**src/rtl/vga_timing_gen_if.sv**
```systemverilog
// Timing bundle between vga_timing_gen and its consumers (character fetch + video DAC).
// Port widths derive from the raster geometry so both ends agree by construction.
interface vga_timing_gen_if #(
  parameter int H_ACTIVE = 640,
  parameter int V_ACTIVE = 480,
  parameter int CELL_W   = 8,
  parameter int CELL_H   = 8
);
  localparam int PXW = (H_ACTIVE > 1) ? $clog2(H_ACTIVE) : 1;
  localparam int PYW = (V_ACTIVE > 1) ? $clog2(V_ACTIVE) : 1;
  localparam int CCW = (H_ACTIVE / CELL_W > 0) ? $clog2(H_ACTIVE / CELL_W + 1) : 1;
  localparam int CRW = (V_ACTIVE / CELL_H > 0) ? $clog2(V_ACTIVE / CELL_H + 1) : 1;
  localparam int SXW = $clog2(CELL_W + 1);
  localparam int SYW = $clog2(CELL_H + 1);

  logic [PXW-1:0] posx;
  logic [PYW-1:0] posy;
  logic [CCW-1:0] cell_col;
  logic [CRW-1:0] cell_row;
  logic [SXW-1:0] sub_x;
  logic [SYW-1:0] sub_y;
  logic           fetch_de_o;
  logic           line_start_o;
  logic           frame_start_o;
  logic           de_o;
  logic           h_sync_o;
  logic           v_sync_o;
  logic           vblank_irq_o;
  logic           irq_ack;

  modport master (
    input  irq_ack,
    output posx, posy, cell_col, cell_row, sub_x, sub_y,
           fetch_de_o, line_start_o, frame_start_o,
           de_o, h_sync_o, v_sync_o, vblank_irq_o
  );

  modport slave (
    output irq_ack,
    input  posx, posy, cell_col, cell_row, sub_x, sub_y,
           fetch_de_o, line_start_o, frame_start_o,
           de_o, h_sync_o, v_sync_o, vblank_irq_o
  );
endinterface

```
**src/rtl/vga_timing_gen.sv**
```systemverilog
// Parametrised VGA raster generator: fetch-side coordinates one cycle after the counters,
// display-side DE/syncs a further LEAD cycles later so RAM read latency is hidden.
module vga_timing_gen #(
  parameter int H_ACTIVE = 640,
  parameter int H_FP     = 16,
  parameter int H_SYNC   = 96,
  parameter int H_BP     = 48,
  parameter int V_ACTIVE = 480,
  parameter int V_FP     = 10,
  parameter int V_SYNC   = 2,
  parameter int V_BP     = 33,
  parameter int H_POL    = 0,
  parameter int V_POL    = 0,
  parameter int LEAD     = 2,
  parameter int CELL_W   = 8,
  parameter int CELL_H   = 8
) (
  input  logic             clk,
  input  logic             rst_n,
  input  logic             en,
  vga_timing_gen_if.master vif
);
  localparam int H_TOTAL = H_ACTIVE + H_FP + H_SYNC + H_BP;
  localparam int V_TOTAL = V_ACTIVE + V_FP + V_SYNC + V_BP;
  localparam int HW  = $clog2(H_TOTAL + 1);
  localparam int VW  = $clog2(V_TOTAL + 1);
  localparam int PXW = (H_ACTIVE > 1) ? $clog2(H_ACTIVE) : 1;
  localparam int PYW = (V_ACTIVE > 1) ? $clog2(V_ACTIVE) : 1;
  localparam int CRW = (V_ACTIVE / CELL_H > 0) ? $clog2(V_ACTIVE / CELL_H + 1) : 1;
  localparam int SXW = $clog2(CELL_W + 1);
  localparam int SYW = $clog2(CELL_H + 1);

  localparam logic [HW-1:0]  H_ACT   = HW'(H_ACTIVE);
  localparam logic [HW-1:0]  H_LAST  = HW'(H_TOTAL - 1);
  localparam logic [HW-1:0]  HS_BEG  = HW'(H_ACTIVE + H_FP);
  localparam logic [HW-1:0]  HS_END  = HW'(H_ACTIVE + H_FP + H_SYNC);
  localparam logic [VW-1:0]  V_ACT   = VW'(V_ACTIVE);
  localparam logic [VW-1:0]  V_LAST  = VW'(V_TOTAL - 1);
  localparam logic [VW-1:0]  VS_BEG  = VW'(V_ACTIVE + V_FP);
  localparam logic [VW-1:0]  VS_END  = VW'(V_ACTIVE + V_FP + V_SYNC);
  localparam logic [SXW-1:0] SX_LAST = SXW'(CELL_W - 1);
  localparam logic [SYW-1:0] SY_LAST = SYW'(CELL_H - 1);
  localparam logic           H_IDLE  = (H_POL == 0);
  localparam logic           V_IDLE  = (V_POL == 0);

  // Raw (active-high) timing that travels down the display pipeline.
  typedef struct packed {
    logic de;
    logic hs;
    logic vs;
  } tim_t;

  logic [HW-1:0]  h_cnt;
  logic [VW-1:0]  v_cnt;
  logic [SYW-1:0] row_sub;
  logic [CRW-1:0] row_idx;
  logic           h_wrap, v_wrap, active, hs_raw, vs_raw;
  tim_t           fetch_tim, disp_tim;

  assign h_wrap = (h_cnt == H_LAST);
  assign v_wrap = (v_cnt == V_LAST);
  assign active = (h_cnt < H_ACT) && (v_cnt < V_ACT);
  assign hs_raw = (h_cnt >= HS_BEG) && (h_cnt < HS_END);
  assign vs_raw = (v_cnt >= VS_BEG) && (v_cnt < VS_END);

  // NOTE: clocked state uses non-blocking assignments so every register samples pre-edge values.
  always_ff @(posedge clk or negedge rst_n) begin
    if (!rst_n) begin
      h_cnt <= '0;
      v_cnt <= '0;
    end else if (!en) begin
      h_cnt <= '0;
      v_cnt <= '0;
    end else if (h_wrap) begin
      h_cnt <= '0;
      v_cnt <= v_wrap ? '0 : v_cnt + 1'b1;
    end else begin
      h_cnt <= h_cnt + 1'b1;
    end
  end

  // Cell row tracking for the line the counters are on; advanced only through active lines.
  always_ff @(posedge clk or negedge rst_n) begin
    if (!rst_n) begin
      row_sub <= '0;
      row_idx <= '0;
    end else if (!en || (h_wrap && v_wrap)) begin
      row_sub <= '0;
      row_idx <= '0;
    end else if (h_wrap && (v_cnt < V_ACT)) begin
      if (row_sub == SY_LAST) begin
        row_sub <= '0;
        row_idx <= row_idx + 1'b1;
      end else begin
        row_sub <= row_sub + 1'b1;
      end
    end
  end

  always_ff @(posedge clk or negedge rst_n) begin
    if (!rst_n) begin
      fetch_tim         <= '0;
      vif.posx          <= '0;
      vif.posy          <= '0;
      vif.sub_x         <= '0;
      vif.cell_col      <= '0;
      vif.sub_y         <= '0;
      vif.cell_row      <= '0;
      vif.line_start_o  <= 1'b0;
      vif.frame_start_o <= 1'b0;
    end else if (!en) begin
      fetch_tim         <= '0;
      vif.posx          <= '0;
      vif.posy          <= '0;
      vif.sub_x         <= '0;
      vif.cell_col      <= '0;
      vif.sub_y         <= '0;
      vif.cell_row      <= '0;
      vif.line_start_o  <= 1'b0;
      vif.frame_start_o <= 1'b0;
    end else begin
      fetch_tim         <= '{de: active, hs: hs_raw, vs: vs_raw};
      vif.posx          <= active ? PXW'(h_cnt) : '0;
      vif.posy          <= active ? PYW'(v_cnt) : '0;
      vif.sub_y         <= active ? row_sub : '0;
      vif.cell_row      <= active ? row_idx : '0;
      vif.line_start_o  <= (h_cnt == '0) && (v_cnt < V_ACT);
      vif.frame_start_o <= (h_cnt == '0) && (v_cnt == '0);
      // The column counters step from their own registered value; h_cnt==0 restarts them.
      if (!active || (h_cnt == '0)) begin
        vif.sub_x    <= '0;
        vif.cell_col <= '0;
      end else if (vif.sub_x == SX_LAST) begin
        vif.sub_x    <= '0;
        vif.cell_col <= vif.cell_col + 1'b1;
      end else begin
        vif.sub_x    <= vif.sub_x + 1'b1;
      end
    end
  end

  // A set request outranks a coincident acknowledge so no vblank is ever lost.
  always_ff @(posedge clk or negedge rst_n) begin
    if (!rst_n) begin
      vif.vblank_irq_o <= 1'b0;
    end else if (en && (h_cnt == '0) && (v_cnt == V_ACT)) begin
      vif.vblank_irq_o <= 1'b1;
    end else if (vif.irq_ack) begin
      vif.vblank_irq_o <= 1'b0;
    end
  end

  generate
    if (LEAD == 0) begin : g_no_lead
      assign disp_tim = fetch_tim;
    end else begin : g_lead
      tim_t pipe [LEAD];
      // NOTE: this delay line is reset (unlike a RAM) so the display pins are quiet right after reset.
      always_ff @(posedge clk or negedge rst_n) begin
        if (!rst_n) begin
          for (int i = 0; i < LEAD; i++) pipe[i] <= '0;
        end else begin
          pipe[0] <= fetch_tim;
          for (int i = 1; i < LEAD; i++) pipe[i] <= pipe[i-1];
        end
      end
      assign disp_tim = pipe[LEAD-1];
    end
  endgenerate

  assign vif.fetch_de_o = fetch_tim.de;
  assign vif.de_o       = disp_tim.de;
  assign vif.h_sync_o   = disp_tim.hs ^ H_IDLE;
  assign vif.v_sync_o   = disp_tim.vs ^ V_IDLE;
endmodule

```
**src/flat_wrapper.sv**
```systemverilog
// flat-port wrapper written by rule: the top's interface ports become plain ports
module vga_timing_gen_flat 
#(
  parameter int H_ACTIVE = 640,
  parameter int H_FP     = 16,
  parameter int H_SYNC   = 96,
  parameter int H_BP     = 48,
  parameter int V_ACTIVE = 480,
  parameter int V_FP     = 10,
  parameter int V_SYNC   = 2,
  parameter int V_BP     = 33,
  parameter int H_POL    = 0,
  parameter int V_POL    = 0,
  parameter int LEAD     = 2,
  parameter int CELL_W   = 8,
  parameter int CELL_H   = 8
)
  (clk, rst_n, en, vif_irq_ack, vif_posx, vif_posy, vif_cell_col, vif_cell_row, vif_sub_x, vif_sub_y, vif_fetch_de_o, vif_line_start_o, vif_frame_start_o, vif_de_o, vif_h_sync_o, vif_v_sync_o, vif_vblank_irq_o);
  vga_timing_gen_if #(.H_ACTIVE(H_ACTIVE), .V_ACTIVE(V_ACTIVE), .CELL_W(CELL_W), .CELL_H(CELL_H)) vif_i ();
  input  logic clk;
  input  logic rst_n;
  input  logic en;
  input wire logic [$bits(vif_i.irq_ack)-1:0] vif_irq_ack;
  output wire logic [$bits(vif_i.posx)-1:0] vif_posx;
  output wire logic [$bits(vif_i.posy)-1:0] vif_posy;
  output wire logic [$bits(vif_i.cell_col)-1:0] vif_cell_col;
  output wire logic [$bits(vif_i.cell_row)-1:0] vif_cell_row;
  output wire logic [$bits(vif_i.sub_x)-1:0] vif_sub_x;
  output wire logic [$bits(vif_i.sub_y)-1:0] vif_sub_y;
  output wire logic [$bits(vif_i.fetch_de_o)-1:0] vif_fetch_de_o;
  output wire logic [$bits(vif_i.line_start_o)-1:0] vif_line_start_o;
  output wire logic [$bits(vif_i.frame_start_o)-1:0] vif_frame_start_o;
  output wire logic [$bits(vif_i.de_o)-1:0] vif_de_o;
  output wire logic [$bits(vif_i.h_sync_o)-1:0] vif_h_sync_o;
  output wire logic [$bits(vif_i.v_sync_o)-1:0] vif_v_sync_o;
  output wire logic [$bits(vif_i.vblank_irq_o)-1:0] vif_vblank_irq_o;
  assign vif_i.irq_ack = vif_irq_ack;
  assign vif_posx = vif_i.posx;
  assign vif_posy = vif_i.posy;
  assign vif_cell_col = vif_i.cell_col;
  assign vif_cell_row = vif_i.cell_row;
  assign vif_sub_x = vif_i.sub_x;
  assign vif_sub_y = vif_i.sub_y;
  assign vif_fetch_de_o = vif_i.fetch_de_o;
  assign vif_line_start_o = vif_i.line_start_o;
  assign vif_frame_start_o = vif_i.frame_start_o;
  assign vif_de_o = vif_i.de_o;
  assign vif_h_sync_o = vif_i.h_sync_o;
  assign vif_v_sync_o = vif_i.v_sync_o;
  assign vif_vblank_irq_o = vif_i.vblank_irq_o;
  vga_timing_gen #(.H_ACTIVE(H_ACTIVE), .H_FP(H_FP), .H_SYNC(H_SYNC), .H_BP(H_BP), .V_ACTIVE(V_ACTIVE), .V_FP(V_FP), .V_SYNC(V_SYNC), .V_BP(V_BP), .H_POL(H_POL), .V_POL(V_POL), .LEAD(LEAD), .CELL_W(CELL_W), .CELL_H(CELL_H)) u_core (.clk(clk), .rst_n(rst_n), .en(en), .vif(vif_i));
endmodule
```
**config.mk**
```make
export PLATFORM = sky130hd
export DESIGN_NAME = vga_timing_gen_flat
export DESIGN_NICKNAME = d
export VERILOG_FILES = /design/src/rtl/vga_timing_gen_if.sv /design/src/rtl/vga_timing_gen.sv /design/src/flat_wrapper.sv
export SDC_FILE = /design/constraint.sdc
export NUM_CORES = 1
export LEC_CHECK = 0
export ABC_AREA = 1
export ABC_CLOCK_PERIOD_IN_PS = 2200
export BUFFER_PORTS_ARGS = -buffer_cell sky130_fd_sc_hd__buf_2
export CAP_MARGIN = 20
export CORE_ASPECT_RATIO = 1.1
export CORE_MARGIN = 5
export CORE_UTILIZATION = 30
export CTS_CLUSTER_SIZE = 8
export DETAILED_ROUTE_END_ITERATION = 12
export GPL_ROUTABILITY_DRIVEN = 0
export PLACE_DENSITY = 0.49
export SLEW_MARGIN = 40
export SYNTH_ARGS = -nofsm -noshare
export SYNTH_HDL_FRONTEND = slang
export SYNTH_SLANG_ARGS = --single-unit
```
**constraint.sdc**
```tcl
create_clock -name clk -period 2.2 [get_ports clk]
set_clock_uncertainty 0.15 [all_clocks]
set_input_delay 0.22 -clock clk [delete_from_list [all_inputs] [get_ports clk]]
set_output_delay 0.22 -clock clk [all_outputs]
set_load 0.02 [all_outputs]
```
==> flow_summary_export.csv <==
group,metric,value,unit
outcome,outcome,"completed",
detailed_routing,wl_per_cell,12.94,um
yosys,netlist_instances,401,
setup_path,critPathCapture,"u_core.row_sub[2]$_DFFE_PN0P_",
detailed_routing,drt_iter0_markers,271,
clock_network,insertion_delay,0.34,ns
setup_path,reg2reg_to,"u_core.row_sub[2]$_DFFE_PN0P_",
yosys,synth_top_cell_by_area,"dfrtp_1",
pwr,clockPowerShare,44.4,%
timing,setup_tns,0,ns
detailed_routing,drc,0,
setup_path,setup.worst_path.start,"u_core.h_cnt[0]$_DFF_PN0_",
placement,io_buffers,50,
yosys,synth-edff-count,0,
run,cap_violations,0,
yosys,yosysSeqAreaShare,56.20,%
yosys,async_reset_ff_share,100.0,%
timing,slew_headroom,71.04,%
clock_network,cts_buffers,9,
timing,rsz0062_at_grt,"no",
setup_path,worstPathMaxFanout,11,
clock_network,cts_max_path_buffers,2,
setup_path,path_common_cell,"nand2_1",
setup_path,critPathKind,"reg -> reg",
timing,max_freq,526.2,MHz
setup_path,worstReg2RegStart,"u_core.h_cnt[0]$_DFF_PN0_",
timing,layout_min_cycle_time,1.900,ns
worst_hold_path,min-delay-path-class,"in -> reg",
pwr,p_total,3056,uW
cells_and_area,area_delta_synth_final,20.29,%
floorplanning,start_util,30.47,%
global_routing,grt_pass1_vias,2771,
placement,dpl_cell_area,4111,sq um
detailed_routing,first_pass_iters,4,
pwr,leakagePower,0.002248,uW
placement,dpl.hpwl,5525,um
timing,maxSlewViolCount,0,
clock_network,clock-root-buffer,"clkbuf_16",
floorplanning,rows,42,
floorplanning,die_h,125.7,um
yosys,synth_ff_type,"dfrtp_1",
setup_path,cpPeakStageDelay,0.38,ns
yosys,syn_area,3651,sq um
global_routing,grt_pass1_wl,13280,um
setup_path,r2r_slack,0.30,ns
cells_and_area,fin_area,4392,sq um
global_routing,grtUsageTotal,11.57,%
detailed_routing,wirelength,8011,um
yosys,syn_nets,413,
floorplanning,io_pins,51,
detailed_routing,post_drt_via_cell_ratio,4.493,
floorplanning,core-area,11980,sq um
yosys,synth_top_area_share,56.20,%
floorplanning,die-area,14480,sq um
cells_and_area,regArea,2052,sq um
cells_and_area,multi_input_area,1303,sq um
setup_path,worstSetupPathDepth,9,
yosys,synth-seq-cells,82,
clock_network,htree_levels,3,
yosys,synth_area_leaders,"dfrtp_1 56%, nor2_1 7.1%, nand2_1 6.2%",
pwr,p_sw_share,23.06,%
global_routing,grt_max_degree,52,
yosys,synth.avg_cell_area,9.105,sq um
cells_and_area,fill_cells,1200,
yosys,ys_types,30,
pwr,combPwrFrac,5.3,%
setup_path,critPathTopFamily,"simple AND/OR/NAND/NOR gates",
setup_path,critPathArrivalTime,2.02,ns
timing,hold_viol_final,0,
detailed_routing,ant_nets,0,
setup_path,cp_num_buf_inv,2,
worst_hold_path,min_from,"en",
clock_network,clock-sinks,82,
timing,period_share,86.39,%
setup_path,cp_cell_sequence,"ha_1, nand4_1, nor2_4, nand2_2, clkinv_2, nand2_1, nand2_1, inv_1, nor2_1",
pwr,power.internal,2351,uW
pwr,power_density,695.8,nW/um^2
pwr,ir_drop,0.3306,mV
cells_and_area,final_nets,474,
global_routing,antenna_found_initial,0,
setup_path,start_kind,"flip-flop",
yosys,ys_warn_count,0,
detailed_routing,routed-via-count,2781,
global_routing,grt-ovfl-total,0,
cells_and_area,num_antenna_cells,0,
clock_network,clk_pin_slew_worst_paths,0.06,ns
setup_path,slowest_stage,"dfrtp_1",
timing,final-setup-viol-count,0,
clock_network,cts_tree,"done",
yosys,yosysMostFrequentCell,"dfrtp_1",
cells_and_area,drive_gt1_share,20.65,%
floorplanning,die_w,115.2,um
yosys,synthTopCellsByCount,"82 x dfrtp_1, 69 x nor2_1, 60 x nand2_1",
pwr,switchingPower,704.7,uW
setup_path,cp.required,2.32,ns
setup_path,reg2reg_depth,9,
timing,worst_slew_pin_slew,0.4345,ns
clock_network,cts_resized,0,
pwr,p_seq_share,50.3,%
setup_path,cp-end-kind,"flip-flop",
## power groups by stage
stage | clock network [uW] | registers (uW) | logic (uW)
global placement | 0 | 1560 | 165
floorplan | 0 | 1580 | 77.5
finish | 1360 | 1540 | 163
detailed placement | 0 | 1560 | 168
global route | 1460 | 1540 | 186
CTS | 1380 | 1540 | 170
## area by class of cell
type | count | area share (%)
inverter | 62 | 5.328
tap | 154 | 4.387
clock inverter | 3 | 0.3989
multi-input combinational | 248 | 29.66
clock buffer | 11 | 5.527
timing repair buffer | 59 | 7.977
sequential | 82 | 46.72
## cells by family after synthesis
| family | share of synthesized area (%) |
|---|---|
| xor gates and xnor gates | 1.919 |
| DFF | 56.20 |
| AOI/OAI and AO/OA | 6.271 |
| adders and majority gates | 2.742 |
| buffers and inverters | 8.121 |
| and+or+nand+nor | 24.74 |
## layout by cell type (no fill, tap or decap)
cell type / n
nand3_2: 1
nor3_2: 2
clkinvlp_4: 1
nand2_2: 2
nor2_8: 1
clkbuf_1: 1
nor4_1: 1
nand4_1: 18
nor3_4: 1
clkinv_2: 3
buf_4: 6
clkbuf_16: 9
nor2_1: 69
o21ai_1: 5
dlygate4sd3_1: 2
clkinv_1: 1
nor2_2: 2
nor3_1: 8
buf_12: 2
ha_1: 8
inv_1: 51
o211ai_2: 6
a21boi_1: 1
nor2_4: 1
nand3_1: 30
inv_2: 9
nand3b_1: 1
nand2_1: 60
o22ai_1: 5
dfrtp_1: 82
buf_2: 49
xor2_1: 8
clkbuf_8: 1
a21oi_1: 13
o21ai_0: 5
## worst reg2reg max path: cells and delay by family, from the launching register on
kind / cells / cell delay [ns]
fa+ha+maj: 1 / 0.22
simple gates: 6 / 0.87
buf+inv: 2 / 0.22
flops: 1 / 0.38
## state kept, by name, indices dropped and copies added (netlist names)
register and count:
u_core.h_cnt 10, u_core.v_cnt 10, u_core.vif.posx 10, u_core.vif.posy 9, u_core.vif.cell_col 7, u_core.row_idx 6, u_core.vif.cell_row 6, u_core.row_sub 4
u_core.vif.sub_x 4, u_core.vif.sub_y 4, u_core.g_lead.pipe 3, u_core.disp_tim 2, u_core.fetch_tim 2, u_core.vif.de_o 1, u_core.vif.fetch_de_o 1, u_core.vif.frame_start_o 1
u_core.vif.line_start_o 1, u_core.vif.vblank_irq_o 1
## metrics by stage
| stage | hold WS [ns] | setup WS, ns | util, % | cells |
|---|---|---|---|---|
| final | 0.09008 | 0.2995 | 36.65 | 619 |
| after global placement | 0.04931 | 0.3358 | 34.32 | 603 |
| after floorplan | -0.2256 | 0.5424 | - | 401 |
| after CTS | 0.08661 | 0.2840 | 36.65 | 619 |
| after global routing | 0.1194 | 0.1324 | 36.65 | 619 |
| after detailed placement | 0.05931 | 0.2947 | 34.32 | 603 |
## per-layer routing
metal  routed length (um)  track usage [%]  up-vias
met1                 3737            15.62     1293
met4                  173            5.525        0
met3                  502            3.599       11
met2                 3598            16.83       74
li1                     -                -     1403
met5                    0                0        -
## how the worst min path moves through the flow
| stage | to | slack [ns] | cells after the start |
|---|---|---|---|
| after detailed placement | u_core.vif.cell_row[1]$_DFF_PN0_ | 0.06 | 1 |
| after floorplan | u_core.disp_tim[0]$_DFF_PN0_ | -0.23 | 0 |
| after CTS | u_core.h_cnt[4]$_DFF_PN0_ | 0.09 | 3 |
| after global placement | u_core.vif.cell_row[2]$_DFF_PN0_ | 0.05 | 1 |
| final | u_core.h_cnt[4]$_DFF_PN0_ | 0.09 | 3 |
| after global routing | u_core.h_cnt[4]$_DFF_PN0_ | 0.12 | 3 |
## repair_timing
action,4_1_cts,5_1_grt
endpoints found under the setup margin,0,0
setup buffers,0,0
hold buffers,2,0
endpoints found under the hold margin,32,0
No activity file was read; power rests on OpenSTA's default activity.
